## config.mk

```make
export PLATFORM = sky130hd
export DESIGN_NAME = counter_sequencer
export DESIGN_NICKNAME = d
export VERILOG_FILES = /design/src/rtl/counter_sequencer_pkg.sv /design/src/rtl/counter_en.sv /design/src/rtl/counter_sequencer.sv
export SDC_FILE = /design/constraint.sdc
export NUM_CORES = 1
export LEC_CHECK = 0
export CORE_UTILIZATION = 48
export DETAILED_ROUTE_END_ITERATION = 12
export GPL_TIMING_DRIVEN = 0
export PLACE_DENSITY = 0.8
export SLEW_MARGIN = 30
export SYNTH_ARGS = -nofsm -noshare
export SYNTH_HDL_FRONTEND = slang
export SYNTH_HIERARCHICAL = 1
export SYNTH_SLANG_ARGS = --single-unit
```

## constraint.sdc

```tcl
create_clock -name clk -period 2.2 [get_ports clk]
set_input_delay 0.22 -clock clk [delete_from_list [all_inputs] [get_ports clk]]
set_output_delay 0.22 -clock clk [all_outputs]
set_load 0.01 [all_outputs]
```

## src/rtl/counter_sequencer_pkg.sv

```systemverilog
// counter_sequencer_pkg: state encoding and default width shared by counter_sequencer and counter_en
package counter_sequencer_pkg;

    localparam int N_DEFAULT = 5;

    typedef enum logic [1:0] {
        IDLE = 2'b00,
        RUN  = 2'b01,
        HOLD = 2'b10,
        DONE = 2'b11
    } state_t;

endpackage

```

## src/rtl/counter_en.sv

```systemverilog
// counter_en: N-bit up-counter with async reset, synchronous clear (dominant) and count enable
module counter_en
    import counter_sequencer_pkg::*;
#(
    parameter int N = N_DEFAULT
) (
    input  logic         clk,
    input  logic         rst,
    input  logic         clr,
    input  logic         en,
    output logic [N-1:0] count
);

    always_ff @(posedge clk or posedge rst)
        if (rst)
            count <= '0;
        else if (clr)
            count <= '0;
        else if (en)
            count <= count + 1'b1;

endmodule

```

## src/rtl/counter_sequencer.sv

```systemverilog
// counter_sequencer: FSM sequencing counter_en through start/pause/stop count runs with a one-cycle done pulse.
// Define COUNTER_SEQUENCER_AUTO_RELOAD_EN for periodic mode (DONE reloads into RUN instead of IDLE).
module counter_sequencer
    import counter_sequencer_pkg::*;
#(
    parameter int N = N_DEFAULT
) (
    input  logic         clk,
    input  logic         rst,
    input  logic         start,
    input  logic         stop,
    input  logic         pause,
    input  logic [N-1:0] limit,
    output logic [N-1:0] count,
    output logic         busy,
    output logic         done,
    output logic [1:0]   state
);

    state_t       st, st_nx;
    logic [N-1:0] limit_q;
    logic         clr, en, load, term;

    counter_en #(.N(N)) u_cnt (
        .clk   (clk),
        .rst   (rst),
        .clr   (clr),
        .en    (en),
        .count (count)
    );

    // Detect one step early so the final increment and the DONE transition share an edge
    assign term = (count == limit_q - 1'b1);

    always_comb begin
        st_nx = st;
        clr   = 1'b0;
        en    = 1'b0;
        load  = 1'b0;
        case (st)
            IDLE: begin
                clr = 1'b1;
                if (!stop && start) begin
                    load  = 1'b1;
                    st_nx = (limit == '0) ? DONE : RUN;
                end
            end
            RUN: begin
                if (stop) begin
                    st_nx = IDLE;
                    clr   = 1'b1;
                end else if (pause) begin
                    st_nx = HOLD;
                end else begin
                    en    = 1'b1;
                    st_nx = term ? DONE : RUN;
                end
            end
            HOLD: begin
                if (stop) begin
                    st_nx = IDLE;
                    clr   = 1'b1;
                end else if (!pause) begin
                    st_nx = RUN;
                end
            end
            DONE: begin
                clr = 1'b1;
`ifdef COUNTER_SEQUENCER_AUTO_RELOAD_EN
                // A zero limit means a period of one cycle, so DONE repeats every cycle
                st_nx = stop ? IDLE : ((limit_q == '0) ? DONE : RUN);
`else
                st_nx = IDLE;
`endif
            end
        endcase
    end

    always_ff @(posedge clk or posedge rst)
        if (rst) begin
            st      <= IDLE;
            limit_q <= '0;
        end else begin
            st <= st_nx;
            if (load)
                limit_q <= limit;
        end

    assign state = st;
    assign done  = (st == DONE);
`ifdef COUNTER_SEQUENCER_AUTO_RELOAD_EN
    assign busy  = (st != IDLE);
`else
    assign busy  = (st == RUN) || (st == HOLD);
`endif

endmodule

```

======== Yosys cells after proc, flatten, opt, wreduce, memory -nomap -nowiden ========
Cells that the tools add are included.
storage, ports and cells
  bits in registers ....................... 12
  memory bits (writable) .................. 0
  output and inout bits ................... 9
  bits in latches ......................... 0
  bits of input ports ..................... 10
  memory bits (read-only) ................. 0
  logic and storage cells ................. 37
  memories kept ........................... 0
operators by class
  multipliers ............................. 0
  reduce and logical (&&, ||, !) cells .... 9
  bitwise gates (word level) .............. 0
  shift-type cells ........................ 0
  order comparisons ....................... 0
  divide/modulo/power cells ............... 0
  add/sub/neg operators ................... 2
  equal/unequal tests ..................... 6
  multiplexer cells ....................... 17
operators by type and width
  operator               number
  $mux W2                7
  $mux W5                2
  $pmux W2 S4            1
  $mux W1                6
  $add A5 B1 Y5 const B  1
  $eq A5 B5 Y1           1
  $logic_not A5 Y1       1
  $sub A5 B1 Y5 const B  1
  $eq A2 B2 Y1 const B   2
  $reduce_or A2 Y1       2
  $ne A3 B3 Y1 const B   1
  $eq A2 B1 Y1 const B   1
  $logic_not A2 Y1       1
  $ne A2 B2 Y1 const B   1
  $pmux W1 S2            1
  $reduce_and A2 Y1      1
  $reduce_bool A2 Y1     1
  $logic_and A1 B1 Y1    1
  $logic_not A1 Y1       1
  $logic_or A1 B1 Y1     1

======== Longest topological paths before layout ========
Gate-level depths: netlist (run 1).
  depth after elaboration ................. 6
  mapped depth ............................ 7

======== Modules after synthesis ========
Netlist (run 1), hierarchy kept.
by module, submodules not included
  module             cells each  instances  area each (um^2)
  counter_sequencer  51          1          529.3
  counter_en         23          1          270.3

======== Least setup slack after synthesis (run 1) ========
No wires, ideal clock.
  path type ............................... register -> register
  start point ............................. reg st[0] (netlist: state[0])
  end point ............................... reg st[1] (netlist: state[1])
  data required time ...................... 2.113 ns
  buffers on the path ..................... 0
  clock period less this slack ............ 1.646 ns
  arrival ................................. 1.559 ns
  setup slack ............................. 0.554 ns
  stages on the path, launching flop included .. 7
  path through ............................ dfrtp_1 -> inv_1 -> ha_1 -> or4b_1 -> nor3_2 -> nor3b_1 -> a211oi_2
on the way
  longest elaborated chain between the ends .. 3
  elaborated cells between the ends (all ways) .. 8
ends and longest elaborated chain
  element                                                        RTL line                 text
  start: declaration                                             counter_sequencer.sv:20  state_t st, st_nx;
  start signal: assignment                                       counter_sequencer.sv:84  st <= st_nx;
  $eq A2 B2 Y1 / $logic_not A2 Y1 (equally long branches)        counter_sequencer.sv:40  case (st)
  $ne A3 B3 Y1 (no line) / $ne A2 B2 Y1 (equally long branches)  n/a
  $reduce_and A2 Y1 (no line)                                    n/a
Several ways; a longest one is shown, not always the timed one.
A chain may end at the register's enable or synchronous reset.

======== Worst setup path in the final report (run 1) ========
  start point ............................. reg st[1] (netlist: state[1])
  end point ............................... out busy
on the way
  longest elaborated chain between the ends .. 2
  elaborated cells between the ends (all ways) .. 3
ends and longest elaborated chain
  element                                              RTL line                 text
  $eq A2 B1 Y1 / $eq A2 B2 Y1 (equally long branches)  counter_sequencer.sv:94  assign busy = (st == RUN) || (st == HOLD);
  $logic_or A1 B1 Y1 (*)                               counter_sequencer.sv:94
  end: declaration                                     counter_sequencer.sv:15  output logic busy,
Every way passes the cells marked *; elsewhere a longest branch is shown, timed or not.

==> results of run 1 <==
==> power by group through the flow <==
stage / clock (uW) / combinational (uW) / sequential (uW)
2_1_floorplan: 0 / 370 / 352
3_3_place_gp: 0 / 504 / 359
3_5_place_dp: 0 / 526 / 361
4_1_cts: 181 / 529 / 357
5_1_grt: 186 / 576 / 365
6_report: 176 / 522 / 357
==> synthesized netlist by cell type (all sizes together) (2+ instances only) <==
cell / n / area, um^2
nor3: 2 / 15.0
nor2b: 3 / 18.8
nand4: 3 / 25.0
nor2: 8 / 30.0
xnor2: 6 / 52.6
inv: 6 / 22.5
ha: 7 / 87.6
nand2b: 3 / 18.8
xor2: 3 / 26.3
mux2: 7 / 86.3
nand3b: 2 / 15.0
nor3b: 3 / 22.5
dfrtp: 12 / 300
==> state kept, by name, summed over array words and instances (netlist names) <==
signal / count
limit_q: 5
state: 2
u_cnt/count: 5
==> final timing paths <==
check	cells past startpoint	to	startpoint	slack, ps
setup / recovery	3	busy	state[1]	350
hold / removal	2	u_cnt/count[0]	rst	170
setup reg to reg	6	state[1]	state[0]	430
hold reg to reg	1	limit_q[4]	limit_q[4]	540
max in group asynchronous	2	limit_q[0]	rst	1780
min in group clk	1	limit_q[4]	limit_q[4]	540
==> cells by family (layout without fill, tap and decap cells) <==
logic type	count (synthesis)	after routing	synth area share, %
buffers and inverters	7	29	4.23
AO/OA/AOI/OAI	6	6	5.95
AND/OR/NAND/NOR	25	25	19.4
adder cells (fa/ha/maj)	7	7	11.0
XOR/XNOR	9	9	9.86
multiplexers	8	8	12.0
flip-flops	12	12	37.6
==> per-stage QoR <==
stage | hold slack, ps | cell area (um^2) | instances | setup slack [ps]
floorplan | -1.48 | 800 | 74 | 554
global route | 201 | 1040 | 112 | 257
finish | 171 | 1040 | 112 | 346
CTS | 173 | 1040 | 112 | 336
global placement | 470 | 1000 | 108 | 475
detailed placement | 470 | 1000 | 108 | 448
==> final cells by class <==
type | count | share of cell area [%]
Inverter | 6 | 2.17
Buffer | 1 | 1.09
Tap cell | 16 | 1.93
Multi-Input combinational cell | 55 | 44.9
Sequential cell | 12 | 29.0
Clock buffer | 4 | 3.50
Timing Repair Buffer | 18 | 17.4
==> layer usage <==
layer / vias up / wire, um / GRT usage (%) / part of all wire [%]
met5: - / 0 / 0 / 0
met4: 0 / 17 / 7.50 / 1.1
met3: 4 / 68 / 3.83 / 4.3
met2: 19 / 768 / 32.1 / 49
met1: 289 / 722 / 23.6 / 46
li1: 298 / - / - / -
==> worst reg2reg max path: cells and delay by family (launching register included) <==
| kind | cells | cell delay, ps |
|---|---|---|
| AND/OR/NAND/NOR | 3 | 730 |
| flip-flops | 1 | 420 |
| adder cells (fa/ha/maj) | 1 | 200 |
| AO/OA/AOI/OAI | 1 | 200 |
| buffers and inverters | 1 | 130 |
==> results.md, run 1 <==
- Status: completed
- Final ANT Viol Nets: 0
- Mean Syn Cell Area: about 11 um^2
- Critical Path RT: 1980 ps
- Max frequency: about 0.54 GHz
- DRC violation total after the first TritonRoute iteration: 13
- PortBufs: 18
- CP Cell Sequence: inv_1 -> ha_1 -> clkdlybuf4s50_1
- Worst skew pair latency: roughly 270 ps
- Final core occ: around two thirds
- Total gr overflow: 0
- Clock slew at reported path FFs: around 80 ps
- Drt wl/cell: approximately 14 um
- Setup Fix Bufs, Post-CTS: 0
- Initial antenna violation count: 0
- Final WL: about 1600 um
- Max-cap violations: 0
- Pwr dens: roughly 1000 nW/um^2
- Crit share post-route: 84.3%
- Critical Path AT: ~1600 ps
- Switch Pwr: approximately 380 uW
- N_diodes: 0
- Internal power consumption: 673 uW
- Ports: 19
- Routability Congestion: around 0.79
- Filler Cells Inserted: around 130
- Die area: between 1500 and 2000 um^2
- Worst setup path class: flip-flop to output port
- RSZ-0062 raised after global routing: false
- DRC errors left: 0
- Skew final: approximately 6.4 ps
- Most frequent cells in the layout: clkdlybuf4s50_1, dfrtp_1, nor2_1
- Most used DFF post-synth: dfrtp_1
- Drt first pass iters: 4
- Clock power share: between 15 and 20%
- TritonCTS buffer count: 3
- Ys async rst share: between 90% and 100%
- CP delay by family, top: buffers and inverters
- Synth unique cells: 25
- Setup violations, final: 0
- First-pass GRT wire length: roughly 2600 um
- Yosys warnings: 6
- Die Y: 42.8 um
- Final Max Slew Viols: 0
- FF/Latch Area: approximately 300 um^2
- Crit-path slowest cell: clkdlybuf4s50_1
- Root Buffer: clkbuf_4
- Combinational power share: 49.5%
- Clock sink count: 12
- Detailed Place HPWL: about 1200 um
- Commonest non-fill, non-tap cell in the layout: clkdlybuf4s50_1
- Multi-input gate area: ~470 um^2
- Syn_nets: between 90 and 100
- Sw Share: a little over a third
- Synth Register Bits: 12
- Hold Crit Class: primary input to asynchronous set/reset pin
- Critical-path maximum fanout: 5
- Final min period: 1850 ps
- Post-synthesis cell count: between 70 and 80
- CP endpoint kind: output port
- CTS resizes: 0
- CP bufs+invs: 2
- Power Total: ~1100 uW
- Clk buf depth: 2
- H-tree lvl count: 1
- Sequential share of power: approximately a third
- Post-synth EDFFs: 0
- Num rows: 14
- CP Launch Type: flip-flop
- Largest net degree at the start of global routing: 8
- DR vias/cell: 5.45
- Max IR drop VDD: roughly 710 uV
- Slew margin rel.: around three quarters
- Critical Path Max Stage Delay: 530 ps
- Synth-to-layout area growth: 29.6%
- Layout Nets: 114
- Final Hold Viols: 0
- Synthesized area: about 800 um^2
- Starting density of the core: 52.5%
- Total core area: between 1500 and 2000 um^2
- Hold buffers post-CTS: 0
- Die X: around 43 um
- Vias: 610
- TritonCTS clock tree: yes
- Actual slew at the worst max-slew pin: 347 ps
- Share of cells above drive strength 1: roughly 16%
- LEAKAGE: 0.000463 uW
- Vias in the first global route: about 600
- Fin Setup TNS: 0 ps
- Total GRT Usage: 19.0%
- Seq/Total Area, Yosys: 37.6%
No activity file was read; power rests on OpenSTA's default activity.
==> run 2: changes to the inputs <==
--- a/config.mk
+++ b/config.mk
@@ -5,10 +5,10 @@
 export SDC_FILE = /design/constraint.sdc
 export NUM_CORES = 1
 export LEC_CHECK = 0
-export CORE_UTILIZATION = 48
+export CORE_UTILIZATION = 43
 export DETAILED_ROUTE_END_ITERATION = 12
 export GPL_TIMING_DRIVEN = 0
-export PLACE_DENSITY = 0.8
+export PLACE_DENSITY = 0.75
 export SLEW_MARGIN = 30
 export SYNTH_ARGS = -nofsm -noshare
 export SYNTH_HDL_FRONTEND = slang
==> constraint.sdc (replaced) <==
create_clock -name clk -period 1.59 [get_ports clk]
set_input_delay 0.159 -clock clk [delete_from_list [all_inputs] [get_ports clk]]
set_output_delay 0.159 -clock clk [all_outputs]
set_load 0.01 [all_outputs]
==> results.md, run 2 (synthesized netlist as in run 1, its figures left out) <==
- Status: complete, but fails checks
- Failing checks: setup timing
- Worst setup path class: flip-flop to flip-flop
- Vias: between 600 and 700
- Setup violations, final: 1
- CP endpoint kind: flip-flop
- Final Max Slew Viols: 0
- Routability Congestion: 0.815
- Layout Nets: approximately 120
- Final core occ: around two thirds
- Worst skew pair latency: between 200 and 300 ps
- Power Total: between 1500 and 2000 uW
- Commonest non-fill, non-tap cell in the layout: clkdlybuf4s50_1
- Actual slew at the worst max-slew pin: between 200 and 300 ps
- Num rows: 15
- Detailed Place HPWL: approximately 1300 um
- Die X: approximately 45 um
- Synth-to-layout area growth: 45.1%
- TritonCTS buffer count: 3
- TritonCTS clock tree: yes
- Final ANT Viol Nets: 0
- Drt wl/cell: around 14 um
- DR vias/cell: just under 5
- Pwr dens: 1430 nW/um^2
- R2r endpoint: u_cnt/count[4]
- Max IR drop VDD: around 900 uV
- Critical-path maximum fanout: 6
- Final min period: approximately 1600 ps
- H-tree lvl count: 1
- Total core area: approximately 1700 um^2
- Most frequent cells in the layout: clkdlybuf4s50_1, dfrtp_1, buf_4
- PortBufs: 18
- Starting density of the core: between 40% and 50%
- Pre-CTS setup slack: -159 ps
- Final WL: roughly 1800 um
- Total GRT Usage: 19.9%
- First-pass GRT wire length: between 2000 and 3000 um
- Hold buffers post-CTS: 0
- LEAKAGE: ~0.00052 uW
- Max frequency: between 0.6 and 0.7 GHz
- Max-cap violations: 0
- Slew margin rel.: 81.2%
- Clock slew at reported path FFs: 80 ps
- Total gr overflow: 0
- Skew final: about 1.4 ps
- Final Worst Setup Slack: -9.93 ps
- Share of cells above drive strength 1: ~34%
- Final Hold Viols: 0
- Critical Path RT: about 1800 ps
- Ports: 19
- Critical Path AT: ~1800 ps
- Hold Crit Class: primary input to asynchronous set/reset pin
- DRC violation total after the first TritonRoute iteration: 11
- Die area: between 2000 and 2500 um^2
- Critical path destination: u_cnt/count[4]
- Crit. Startpoint: state[1]
- Crit share post-route: 101%
- DRC errors left: 0
- Vias in the first global route: between 600 and 700
- RSZ-0062 raised after global routing: true
- Root Buffer: clkbuf_4
- N_diodes: 0
- Drt first pass iters: 3
- Worst r2r src: state[1]
- CP Launch Type: flip-flop
- Clock sink count: 12
- Clk buf depth: 2
- Largest net degree at the start of global routing: 8
- Reg2reg path depth: 7
- Initial antenna violation count: 0
- R2r setup slk: -10 ps
- Die Y: 45.1 um
-- run 2: timing repair --
item | CTS | global route
gates resized for setup | 10 | 5
pin swaps | 5 | 5
setup buffers | 5 | 4
setup endpoints to repair | 5 | 4
-- run 2: worst min-delay path by stage --
stage / endpoint / slack [ps] / cells past startpoint
2_1_floorplan: u_cnt/count[0] / -60 / 1
5_1_grt: u_cnt/count[3] / 140 / 2
6_report: u_cnt/count[2] / 110 / 2
4_1_cts: u_cnt/count[0] / 110 / 2
3_5_place_dp: u_cnt/count[4] / 420 / 2
3_3_place_gp: u_cnt/count[4] / 410 / 2
-- run 2: cell type report --
| type | instances | area [um^2] |
|---|---|---|
| Buffer | 1 | 11.3 |
| Clock buffer | 4 | 36.3 |
| Fill cell | 143 | 567 |
| Inverter | 6 | 22.5 |
| Multi-Input combinational cell | 55 | 517 |
| Sequential cell | 12 | 300 |
| Tap cell | 25 | 31.3 |
| Timing Repair Buffer | 27 | 241 |
-- run 2: stage by stage --
stage | std cells | hold slack, ps | setup TNS, ps | area [um^2]
after floorplan | 74 | -62.5 | -27.2 | 800
after global placement | 117 | 410 | -326 | 1010
after detailed placement | 117 | 415 | -441 | 1010
after CTS | 126 | 109 | -54.9 | 1120
after global routing | 130 | 137 | -251 | 1160
final | 130 | 113 | -9.93 | 1160
-- run 2: report_power, final --
group / internal (uW) / switching (uW) / leakage [uW] / total [uW]
logic: 512 / 410 / 0.000348 / 923
clock network: 139 / 105 / 0.0000210 / 244
registers: 396 / 93.4 / 0.000154 / 490
-- run 2: per-layer routing --
layer | share of wire (%) | vias up | track usage [%]
met4 | 0.50 | 0 | 7.27
met1 | 45 | 310 | 22.7
met3 | 2.5 | 2 | 5.20
met2 | 52 | 11 | 35.4
li1 | - | 318 | -
met5 | 0 | - | 0
-- run 2: critical path, stage by stage, from the launching register on --
cell	delay (ps)
dfrtp_1	400
inv_2	90
ha_1	140
nand2b_1	100
nor2_2	160
buf_6	140
nand4_1	130
mux2_4	320
==> RTL edit, RTL diff (flow settings as in run 1) <==
Build with the macro `COUNTER_SEQUENCER_AUTO_RELOAD_EN` defined.
--- a/src/rtl/counter_sequencer.sv
+++ b/src/rtl/counter_sequencer.sv
@@ -1,5 +1,7 @@
 // counter_sequencer: FSM sequencing counter_en through start/pause/stop count runs with a one-cycle done pulse.
 // Define COUNTER_SEQUENCER_AUTO_RELOAD_EN for periodic mode (DONE reloads into RUN instead of IDLE).
+`define COUNTER_SEQUENCER_AUTO_RELOAD_EN
+
 module counter_sequencer
     import counter_sequencer_pkg::*;
 #(
Check against the original RTL: not equivalent (a bounded check fails within 4 cycles, from zero or initial values and one cycle with rst high).
==> RTL edit against run 1 <==
- wire length up 11%
- design area rose by 4.0%
- total power grew 2.8%
- setup slack worse by 0.033 ns
- area after synthesis up 5.2%
- sequential power rose by 1%
- sequential cell count did not move
- largest cell class unchanged
==> RTL edit: results (changes against run 1) <==
qor: status.run_status completed
qor: synth.synth_area 841 um2 [+5.2%]
qor: drt.wl_met2 851 um [+11%]
qor: pwr.ir_worst_vdd 0.000661 V [-6.6%]
qor: placement.dpl-instance-area 0.00104 mm2 [+4.1%]
qor: pwr.switching_power 405 uW [+6.0%]
qor: global_route.grt.total_usage 22.5% [+3.4 points]
qor: cells_and_area.buffer_area_share 18.1% [-0.36 points]
qor: drt.met3_routed_length 54 um [-21%]
qor: drt.via_count 662 [+8.5%]
qor: placement.gp_congestion 0.772 [-1.9%]
qor: drt.finalWirelength 1750 um [+11%]
qor: global_route.gr-usage-met1 26.5% [+2.9 points]
qor: worst_setup_path.worst_ep_arrival_time 1.67 ns [+0.04 ns]
qor: cells_and_area.comb.multi_input.count 63 [+15%]
qor: global_route.grt_start_max_net_pins 10 [+2]
qor: cells_and_area.non_clock_buffer_count 20 [+1]
qor: synth.post_synth_main_area_contributors sky130_fd_sc_hd__dfrtp_1 (36%), sky130_fd_sc_hd__ha_1 (8.9%), sky130_fd_sc_hd__xnor2_1 (7.3%)
qor: pwr.p_leak 0.472 nW [+2.0%]
qor: placement.placement.setup.worst_slack 0.367 ns [-0.0808 ns]
qor: drt.routed_wire_length_per_instance 14.3 um [+1.8%]
qor: worst_setup_path.crit_start state[0]$_DFFE_PP0P_
qor: drt.met1Wirelength 800 um [+11%]
qor: synth.synth_compound_gate_area_share 10.7% [+4.8 points]
qor: cells_and_area.layout.clock.cell_area_share 3.37% [-0.13 points]
qor: synth.synth_adder_area_share 8.93% [-2.0 points]
qor: cells_and_area.drive_above_1_share 16.0% [+0.41 points]
qor: timing.tightest_slew 0.457 ns [+0.110 ns]
qor: placement.place.detailed.hpwl 1400 um [+14%]
qor: pwr.powerComb 544 uW [+4.2%]
qor: drt.number_of_design_rule_violations_left_by_the_first_detailed_router_iteration 9 [-4]
qor: synth.synth_nets 100 [+9.9%]
qor: cells_and_area.nFillCells 133 [+5.6%]
qor: timing.clock_skew 0.00728 ns [+0.000924 ns]
qor: worst_setup_path.worst_path_max_delay_cell sky130_fd_sc_hd__clkdlybuf4s50_1
qor: global_route.first_pass_grt_wire_length 3010 um [+17%]
qor: placement.inst_count_dp 118 [+9.3%]
qor: synth.synth.lib_cells_used.distinct 32 [+28%]
qor: global_route.globalRouteMet2Util 35.8% [+3.7 points]
qor: pwr.pd_cells 1010 mW/mm2 [-1.1%]
qor: cells_and_area.number_of_inverters_outside_the_clock_class_in_the_layout 7 [+1]
qor: synth.synth_area_in_xor_xnor 7.29% [-2.6 points]
qor: global_route.grt_util_met3 5.83% [+2.0 points]
qor: global_route.first_global_vias 683 [+17%]
qor: cells_and_area.multi_input_gate_share_of_the_layout_cell_area 46.3% [+1.4 points]
qor: synth.seq_area_frac_synth 35.7% [-1.8 points]
-- RTL edit: changes by cell type after synthesis, sizes merged, moves of 2 or more --
cell,run 1,this run
nor3b,3,0
a31oi,0,2
nand2b,3,5
a21oi,1,4
nor2,8,10
xor2,3,0
-- RTL edit: worst max-delay path: cells and delay by family, from the launching register on --
family	cells	cell delay, ns
buffers and inverters	3	0.70
flip-flops	1	0.42
adder cells (fa/ha/maj)	1	0.26
-- RTL edit: final timing paths --
path | to | slack (ns) | cells past startpoint
worst max-delay path | busy | 0.31 | 4
worst min register to register | limit_q[1]$_DFFE_PP0P_ | 0.55 | 1
worst min-delay path | u_cnt/count[0]$_DFFE_PP0P_ | 0.15 | 2
worst max register to register | limit_q[4]$_DFFE_PP0P_ | 0.45 | 6
max in group asynchronous | limit_q[4]$_DFFE_PP0P_ | 1.79 | 2
min in group clk | limit_q[1]$_DFFE_PP0P_ | 0.55 | 1
